**config.mk**
```make
export PLATFORM = sky130hd
export DESIGN_NAME = seq_ctrl
export DESIGN_NICKNAME = d
export VERILOG_FILES = /design/src/rtl/seq_ctrl_pkg.sv /design/src/rtl/seq_ctrl_decode.sv /design/src/rtl/seq_ctrl.sv
export SDC_FILE = /design/constraint.sdc
export NUM_CORES = 1
export LEC_CHECK = 0
export ABC_AREA = 0
export CELL_PAD_IN_SITES_DETAIL_PLACEMENT = 0
export CELL_PAD_IN_SITES_GLOBAL_PLACEMENT = 2
export CORE_MARGIN = 4
export CORE_UTILIZATION = 34
export DETAILED_ROUTE_END_ITERATION = 8
export GPL_TIMING_DRIVEN = 0
export PLACE_DENSITY_LB_ADDON = 0.15
export SKIP_CTS_REPAIR_TIMING = 1
export SLEW_MARGIN = 20
export SYNTH_ARGS = -nofsm -noshare
export SYNTH_HDL_FRONTEND = slang
export SYNTH_SLANG_ARGS = --single-unit
export TNS_END_PERCENT = 1
```
**constraint.sdc**
```tcl
create_clock -name Clk -period 2.3 [get_ports Clk]
set_input_delay 0.23 -clock Clk [delete_from_list [all_inputs] [get_ports Clk]]
set_output_delay 0.23 -clock Clk [all_outputs]
set_load 0.02 [all_outputs]
```
**src/rtl/seq_ctrl_pkg.sv**
```systemverilog
// Shared definitions for the instruction sequencer: opcodes, FSM states,
// register-write source encodings and the decoded control word.
package seq_ctrl_pkg;

    typedef enum logic [2:0] {
        S_IDLE   = 3'd0,
        S_FETCH  = 3'd1,
        S_DECODE = 3'd2,
        S_EXEC   = 3'd3,
        S_MEM    = 3'd4,
        S_WB     = 3'd5,
        S_HALT   = 3'd6,
        S_ERR    = 3'd7
    } state_e;

    localparam logic [2:0] SRC_ALU = 3'b000;
    localparam logic [2:0] SRC_MEM = 3'b001;
    localparam logic [2:0] SRC_ACM = 3'b010;
    localparam logic [2:0] SRC_LDM = 3'b011;
    localparam logic [2:0] SRC_STM = 3'b100;

    // Short-format opcodes live in IR[IW-2:IW-5]
    localparam logic [3:0] kLDR = 4'd0;
    localparam logic [3:0] kLDM = 4'd1;
    localparam logic [3:0] kSTM = 4'd2;
    localparam logic [3:0] kACM = 4'd3;
    localparam logic [3:0] kRXR = 4'd4;
    localparam logic [3:0] kSUB = 4'd5;
    localparam logic [3:0] kADD = 4'd6;
    localparam logic [3:0] kAND = 4'd7;
    localparam logic [3:0] kXOR = 4'd8;
    localparam logic [3:0] kCMP = 4'd9;
    localparam logic [3:0] kCLR = 4'd10;
    localparam logic [3:0] kLSL = 4'd11;
    localparam logic [3:0] kSTR = 4'd12;
    localparam logic [3:0] kBEQ = 4'd13;
    localparam logic [3:0] kBNE = 4'd14;
    localparam logic [3:0] kDUN = 4'd15;

    // Long-format selector in IR[IW-2]
    localparam logic kLDA = 1'b0;
    localparam logic kSTA = 1'b1;

    typedef struct packed {
        logic [2:0] src;
        logic       reg_wr;
        logic       mem_rd;
        logic       mem_wr;
        logic       branch;
        logic       branch_ne;
        logic       halt;
        logic       alu_from_reg;
    } ctrl_word_t;

    function automatic logic is_mem_op(input ctrl_word_t cw);
        return cw.mem_rd | cw.mem_wr;
    endfunction

endpackage

```
**src/rtl/seq_ctrl_decode.sv**
```systemverilog
// Combinational opcode decoder: top five instruction bits to control word.
module ctrl_decode
    import seq_ctrl_pkg::*;
(
    input  logic [4:0]  op_hi,
    output ctrl_word_t  cw
);

    // Map the instruction's format/opcode bits onto the control word
    always_comb begin
        cw              = '0;
        cw.alu_from_reg = 1'b1;
        if (op_hi[4]) begin
            if (op_hi[3] == kSTA) begin
                cw.mem_wr = 1'b1;
            end else begin
                cw.mem_rd = 1'b1;
                cw.reg_wr = 1'b1;
                cw.src    = SRC_MEM;
            end
        end else begin
            case (op_hi[3:0])
                kLDR: begin
                    cw.mem_rd = 1'b1;
                    cw.reg_wr = 1'b1;
                    cw.src    = SRC_MEM;
                end
                kLDM: begin
                    cw.reg_wr = 1'b1;
                    cw.src    = SRC_LDM;
                end
                kSTM: begin
                    cw.reg_wr = 1'b1;
                    cw.src    = SRC_STM;
                end
                kACM, kRXR: begin
                    cw.reg_wr = 1'b1;
                    cw.src    = SRC_ACM;
                end
                kSUB, kADD, kAND, kXOR, kCMP, kCLR: cw.reg_wr = 1'b1;
                kLSL: begin
                    cw.reg_wr       = 1'b1;
                    cw.alu_from_reg = 1'b0;
                end
                kSTR: cw.mem_wr = 1'b1;
                kBEQ: cw.branch = 1'b1;
                kBNE: begin
                    cw.branch    = 1'b1;
                    cw.branch_ne = 1'b1;
                end
                kDUN:    cw.halt = 1'b1;
                default: cw.halt = 1'b0;
            endcase
        end
    end

endmodule

```
**src/rtl/seq_ctrl.sv**
```systemverilog
// Multi-cycle instruction sequencer: fetch/decode/exec/mem/writeback FSM with
// memory timeout, halt handshake and a saturating retired-instruction counter.
module seq_ctrl
    import seq_ctrl_pkg::*;
#(
    parameter int IW      = 9,
    parameter int CNT_W   = 16,
    parameter int MEM_TMO = 15
) (
    input  logic             Clk,
    input  logic             Reset_n,
    input  logic             Start,
    input  logic             InstrValid,
    input  logic [IW-1:0]    Instruction,
    input  logic             Zero,
    input  logic             MemAck,
    output logic             InstrReq,
    output logic             PcEn,
    output logic             PcBranch,
    output logic             RegWrEn,
    output logic             MemRdReq,
    output logic             MemWrReq,
    output logic             ALUFromReg,
    output logic             Ack,
    output logic             Err,
    output logic [2:0]       RegWrSource,
    output logic [CNT_W-1:0] Retired
);

    localparam int WAIT_W = (MEM_TMO < 2) ? 1 : $clog2(MEM_TMO);
    localparam logic [CNT_W-1:0] CNT_MAX = '1;

    state_e            state_q, state_d;
    logic [IW-1:0]     ir_q, ir_d;
    ctrl_word_t        cw_q, cw_d, cw_dec_s;
    logic              taken_q, taken_d;
    logic [WAIT_W-1:0] wait_q, wait_d;
    logic [CNT_W-1:0]  retired_q, retired_d;
    logic instr_req_q, pc_en_q, pc_branch_q, reg_wr_q, mem_rd_q, mem_wr_q;
    logic alu_q, ack_q, err_q;
    logic instr_req_d, pc_en_d, pc_branch_d, reg_wr_d, mem_rd_d, mem_wr_d;
    logic alu_d, ack_d, err_d;
    logic [2:0] src_q, src_d;

    // Decoding the incoming IR value lets the control word be valid in DECODE
    ctrl_decode u_decode (
        .op_hi (ir_d[IW-1:IW-5]),
        .cw    (cw_dec_s)
    );

    // Next-state, instruction register, branch and timeout bookkeeping
    always_comb begin
        state_d = state_q;
        ir_d    = ir_q;
        cw_d    = cw_q;
        taken_d = taken_q;
        wait_d  = wait_q;
        case (state_q)
            S_IDLE:   state_d = Start ? S_FETCH : S_IDLE;
            S_FETCH: begin
                if (InstrValid) begin
                    ir_d    = Instruction;
                    state_d = S_DECODE;
                end else begin
                    state_d = S_FETCH;
                end
                cw_d    = cw_dec_s;
                taken_d = 1'b0;
            end
            S_DECODE: state_d = S_EXEC;
            S_EXEC: begin
                taken_d = cw_q.branch & (cw_q.branch_ne ? ~Zero : Zero);
                wait_d  = '0;
                if (cw_q.halt) begin
                    state_d = S_HALT;
                end else if (is_mem_op(cw_q)) begin
                    state_d = S_MEM;
                end else begin
                    state_d = S_WB;
                end
            end
            S_MEM: begin
                if (MemAck) begin
                    state_d = S_WB;
                    wait_d  = '0;
                end else if (wait_q == WAIT_W'(MEM_TMO - 1)) begin
                    state_d = S_ERR;
                end else begin
                    wait_d = wait_q + WAIT_W'(1);
                end
            end
            S_WB:    state_d = S_FETCH;
            S_HALT:  state_d = Start ? S_FETCH : S_HALT;
            S_ERR:   state_d = S_ERR;
            default: state_d = S_IDLE;
        endcase
    end

    // Retirement is counted on entry to WB or HALT, saturating at all-ones
    always_comb begin
        if ((state_d != state_q) && ((state_d == S_WB) || (state_d == S_HALT))
            && (retired_q != CNT_MAX)) begin
            retired_d = retired_q + CNT_W'(1);
        end else begin
            retired_d = retired_q;
        end
    end

    // Outputs are a function of the upcoming state so they register in step with it
    always_comb begin
        instr_req_d = 1'b0;
        pc_en_d     = 1'b0;
        pc_branch_d = 1'b0;
        reg_wr_d    = 1'b0;
        mem_rd_d    = 1'b0;
        mem_wr_d    = 1'b0;
        alu_d       = 1'b0;
        ack_d       = 1'b0;
        err_d       = 1'b0;
        src_d       = SRC_ALU;
        case (state_d)
            S_FETCH:  instr_req_d = 1'b1;
            S_DECODE: src_d = cw_d.src;
            S_EXEC: begin
                src_d = cw_d.src;
                alu_d = cw_d.alu_from_reg;
            end
            S_MEM: begin
                src_d    = cw_d.src;
                mem_rd_d = cw_d.mem_rd;
                mem_wr_d = cw_d.mem_wr;
            end
            S_WB: begin
                src_d       = cw_d.src;
                reg_wr_d    = cw_d.reg_wr;
                pc_en_d     = 1'b1;
                pc_branch_d = taken_d;
            end
            S_HALT:  ack_d = 1'b1;
            S_ERR:   err_d = 1'b1;
            default: src_d = SRC_ALU;
        endcase
    end

    // State and output registers
    always_ff @(posedge Clk or negedge Reset_n) begin
        if (!Reset_n) begin
            state_q     <= S_IDLE;
            ir_q        <= '0;
            cw_q        <= '0;
            taken_q     <= 1'b0;
            wait_q      <= '0;
            retired_q   <= '0;
            instr_req_q <= 1'b0;
            pc_en_q     <= 1'b0;
            pc_branch_q <= 1'b0;
            reg_wr_q    <= 1'b0;
            mem_rd_q    <= 1'b0;
            mem_wr_q    <= 1'b0;
            alu_q       <= 1'b0;
            ack_q       <= 1'b0;
            err_q       <= 1'b0;
            src_q       <= SRC_ALU;
        end else begin
            state_q     <= state_d;
            ir_q        <= ir_d;
            cw_q        <= cw_d;
            taken_q     <= taken_d;
            wait_q      <= wait_d;
            retired_q   <= retired_d;
            instr_req_q <= instr_req_d;
            pc_en_q     <= pc_en_d;
            pc_branch_q <= pc_branch_d;
            reg_wr_q    <= reg_wr_d;
            mem_rd_q    <= mem_rd_d;
            mem_wr_q    <= mem_wr_d;
            alu_q       <= alu_d;
            ack_q       <= ack_d;
            err_q       <= err_d;
            src_q       <= src_d;
        end
    end

    assign InstrReq    = instr_req_q;
    assign PcEn        = pc_en_q;
    assign PcBranch    = pc_branch_q;
    assign RegWrEn     = reg_wr_q;
    assign MemRdReq    = mem_rd_q;
    assign MemWrReq    = mem_wr_q;
    assign ALUFromReg  = alu_q;
    assign Ack         = ack_q;
    assign Err         = err_q;
    assign RegWrSource = src_q;
    assign Retired     = retired_q;

endmodule

```
==> reports/qor.yml <==
outcome:
  status: "complete, but fails checks"
  violations: "negative hold slack"
power:
  power.share.switching_pct: 42.3
  cellPowerDensity_mw_per_mm2: 1340
  finalPower_mw: 4.28
  pwr-share-seq_pct: 34.1
  switchingPower_mw: 1.81
  cell_internal_pwr_mw: 2.47
  ir_drop_mv: 0.468
  p_clk_share_pct: 13.5
  power.leakage_nw: 1.31
  power_frac_comb_pct: 52.4
route:
  drtIter0Drc: 70
  dr_total_vias: 1778
  wl_um: 5590
  detail-route-antenna-nets: 0
  via_per_inst: 4.74
  post_drt_wl_per_cell_um: 14.9
  drcViolationCount: 0
  drt_pre_antenna_iters: 4
global_route:
  grt_use_met2_pct: 20.3
  top_usage_layer: "met2"
  grt_start_max_net_pins: 52
  grt_first_pass_wirelength_um: 9320
  antenna_found_initial: 0
  grt_pass1_vias: 1837
  track_usage_pct: 13.4
  grt.met1_usage_pct: 18.9
  gr-total-overflow: 0
  gr-usage-met3_pct: 3.27
floorplanning:
  die_w_um: 94.7
  die_area_mm2: 0.00897
  rows: 31
  coreArea_mm2: 0.00729
  pin_count: 43
  initial_core_util_pct: 35.1
  die_h_um: 94.7
yosys:
  synth_top_flop_cell: "dfrtp_1"
  synth_top_area_share_pct: 49.9
  synth_top_family_by_area: "simple AND/OR/NAND/NOR gates"
  synthMuxAreaShare_pct: 4.16
  synth_edf_count: 0
  synth_most_common_cell: "dfrtp_1"
  synth_top_cell_by_area: "dfrtp_1"
  synthAdderAreaFrac_pct: 1.47
  synth-xor-area-share_pct: 6.51
  synth_fp_nets: 248
  avgSynthCellArea_um2: 11.1
  ys_seq_elements: 51
  syn-cell-area_mm2: 0.00256
  synthSimpleGateAreaFrac_pct: 21.7
  synth-compound-area-share_pct: 11.5
  synthCells: 230
  synth-async-reset-ratio_pct: 100
  synth.distinct_cells: 60
  synth.area.top_cells: "dfrtp_1, xor2_1, nand2_1"
  yosysSeqAreaShare_pct: 49.9
  ys_warn_count: 0
  netlist_top_cells_count: "dfrtp_1, nand2_1, xor2_1"
worst_hold_path:
  hp-class: "in -> async"
setup_path:
  critical_path_class: "reg -> reg"
  cp_max_fo: 10
  crit_family: "simple AND/OR/NAND/NOR gates"
  critPathLaunchType: "flop"
  cp_data_arrival_time_ps: 2350
  crit_chain: "ha_1 > nand3_1 > or2_2 > nor2_1 > and3_1 > clkbuf_2 > buf_6 > nor4_1 > xor2_1"
  cp_num_buf_inv: 2
  cpPeakStageDelay_ps: 420
  end_kind: "flop"
  worst_path_max_delay_cell: "dfrtp_1"
  cp.required_ps: 2480
timing:
  setup_viol_count_final: 0
  period_share_pct: 94.4
  finalMaxSlewViolations: 0
  grt_setup_unrepaired: "true"
  hold_viol: 51
  min_period_ps: 2170
  fmax_mhz: 460
  holdWs_ps: -56.2
  fin_skew_ps: 4.87
  worst_slew_pin_slew_ps: 677
  max_slew_margin_pct: 54.9
  setup_ws_ps: 128
cts:
  cts_tree: "built"
  clkTransAtPathRegs_ps: 100
  clock-root-buffer: "clkbuf_8"
  clock_path_buffers: 2
  htree_levels: 2
  cts_buffers: 5
  clk_latency_ps: 300
  cts.sinks: 51
placement:
  dp_hpwl_um: 3990
  gp_congestion: 0.728
  place_ws_ps: 13.2
  place_inst: 367
  port_buffers: 38
final_layout:
  fin_cells: 375
  area_growth_pct: 24.5
  n_fill_cell: 759
  final_layout_size_suffix_gt1_share_pct: 16.7
  final_core_utilization_pct: 43.7
  diodes: 0
  nets: 293
flow_run:
  cap_violations: 0
==> path summary, 6_finish.rpt <==
path | start | end | slack, ps | depth (start not counted)
max | Retired[0] | Retired[8] | 130 | 9
min | Reset_n | wait_q[0] | -60 | 1
max reg2reg | Retired[0] | Retired[8] | 130 | 9
min reg2reg | cw_q[7] | cw_q[7] | 470 | 2
max in group asynchronous | Reset_n | taken_q | 1890 | 1
min in group Clk | cw_q[7] | cw_q[7] | 470 | 2
==> sequential cells by signal (all words and copies together), names as in the netlist, 3 cells and up <==
register	flops
state_q	3
wait_q	4
RegWrSource	3
ir_q	5
cw_q	10
Retired	16
==> logic make-up after synthesis <==
| group | after synthesis |
|---|---|
| AOI/OAI and AO/OA | 36 |
| xor gates and xnor gates | 19 |
| adders and majority gates | 3 |
| buffers and inverters | 20 |
| DFF | 51 |
| muxes | 6 |
| and+or+nand+nor | 95 |
==> power by group through the flow <==
stage	Clock [mW]	Combinational, mW	Sequential (mW)
final	0.578	2.24	1.46
after global routing	0.639	2.46	1.51
after CTS	0.606	2.25	1.46
after detailed placement	0	2.24	1.48
after global placement	0	2.24	1.48
after floorplan	0	1.37	1.62
==> per-layer routing <==
| metal | vias to the layer above | wire, µm |
|---|---|---|
| li1 | 885 | - |
| met1 | 862 | 2770 |
| met2 | 25 | 2540 |
| met3 | 6 | 216 |
| met4 | 0 | 65 |
| met5 | - | 0 |
==> metrics by stage <==
step                      cell area, µm²  TNS [ps]
after floorplan                     2560         0
after global placement              3060    -32290
after detailed placement            3060         0
after CTS                           3160         0
after global routing                3180     -21.1
final                               3180         0
==> placed cells by master (no fill, tap or decap), drive strengths merged, types with 3 or more instances in the layout <==
cell type      instances
nor3                  11
a21oi                  4
nor2                  13
buf                    8
dfrtp                 51
nor2b                  7
or2                    3
ha                     3
a31oi                  4
nand3                  5
mux2i                  5
and3                   7
nor4                   4
o21ai                  9
xor2                  16
nand2b                 3
and2                   6
nand4                  3
xnor2                  3
clkdlybuf4s50         37
clkbuf                10
nand2                 26
inv                   10
==> layout make-up <==
class                   count  area [µm²]  share of cell area [%]
multi-input cells         159        1180                    37.0
inverters                  10        40.0                    1.26
clock buffers               7        96.3                    3.03
flip-flops and latches     51        1280                    40.1
well taps                  99         124                    3.89
plain buffers              10        83.8                    2.63
clock inverters             1        7.51                   0.236
repair buffers             38         378                    11.9
No activity file was read; power rests on OpenSTA's default activity.
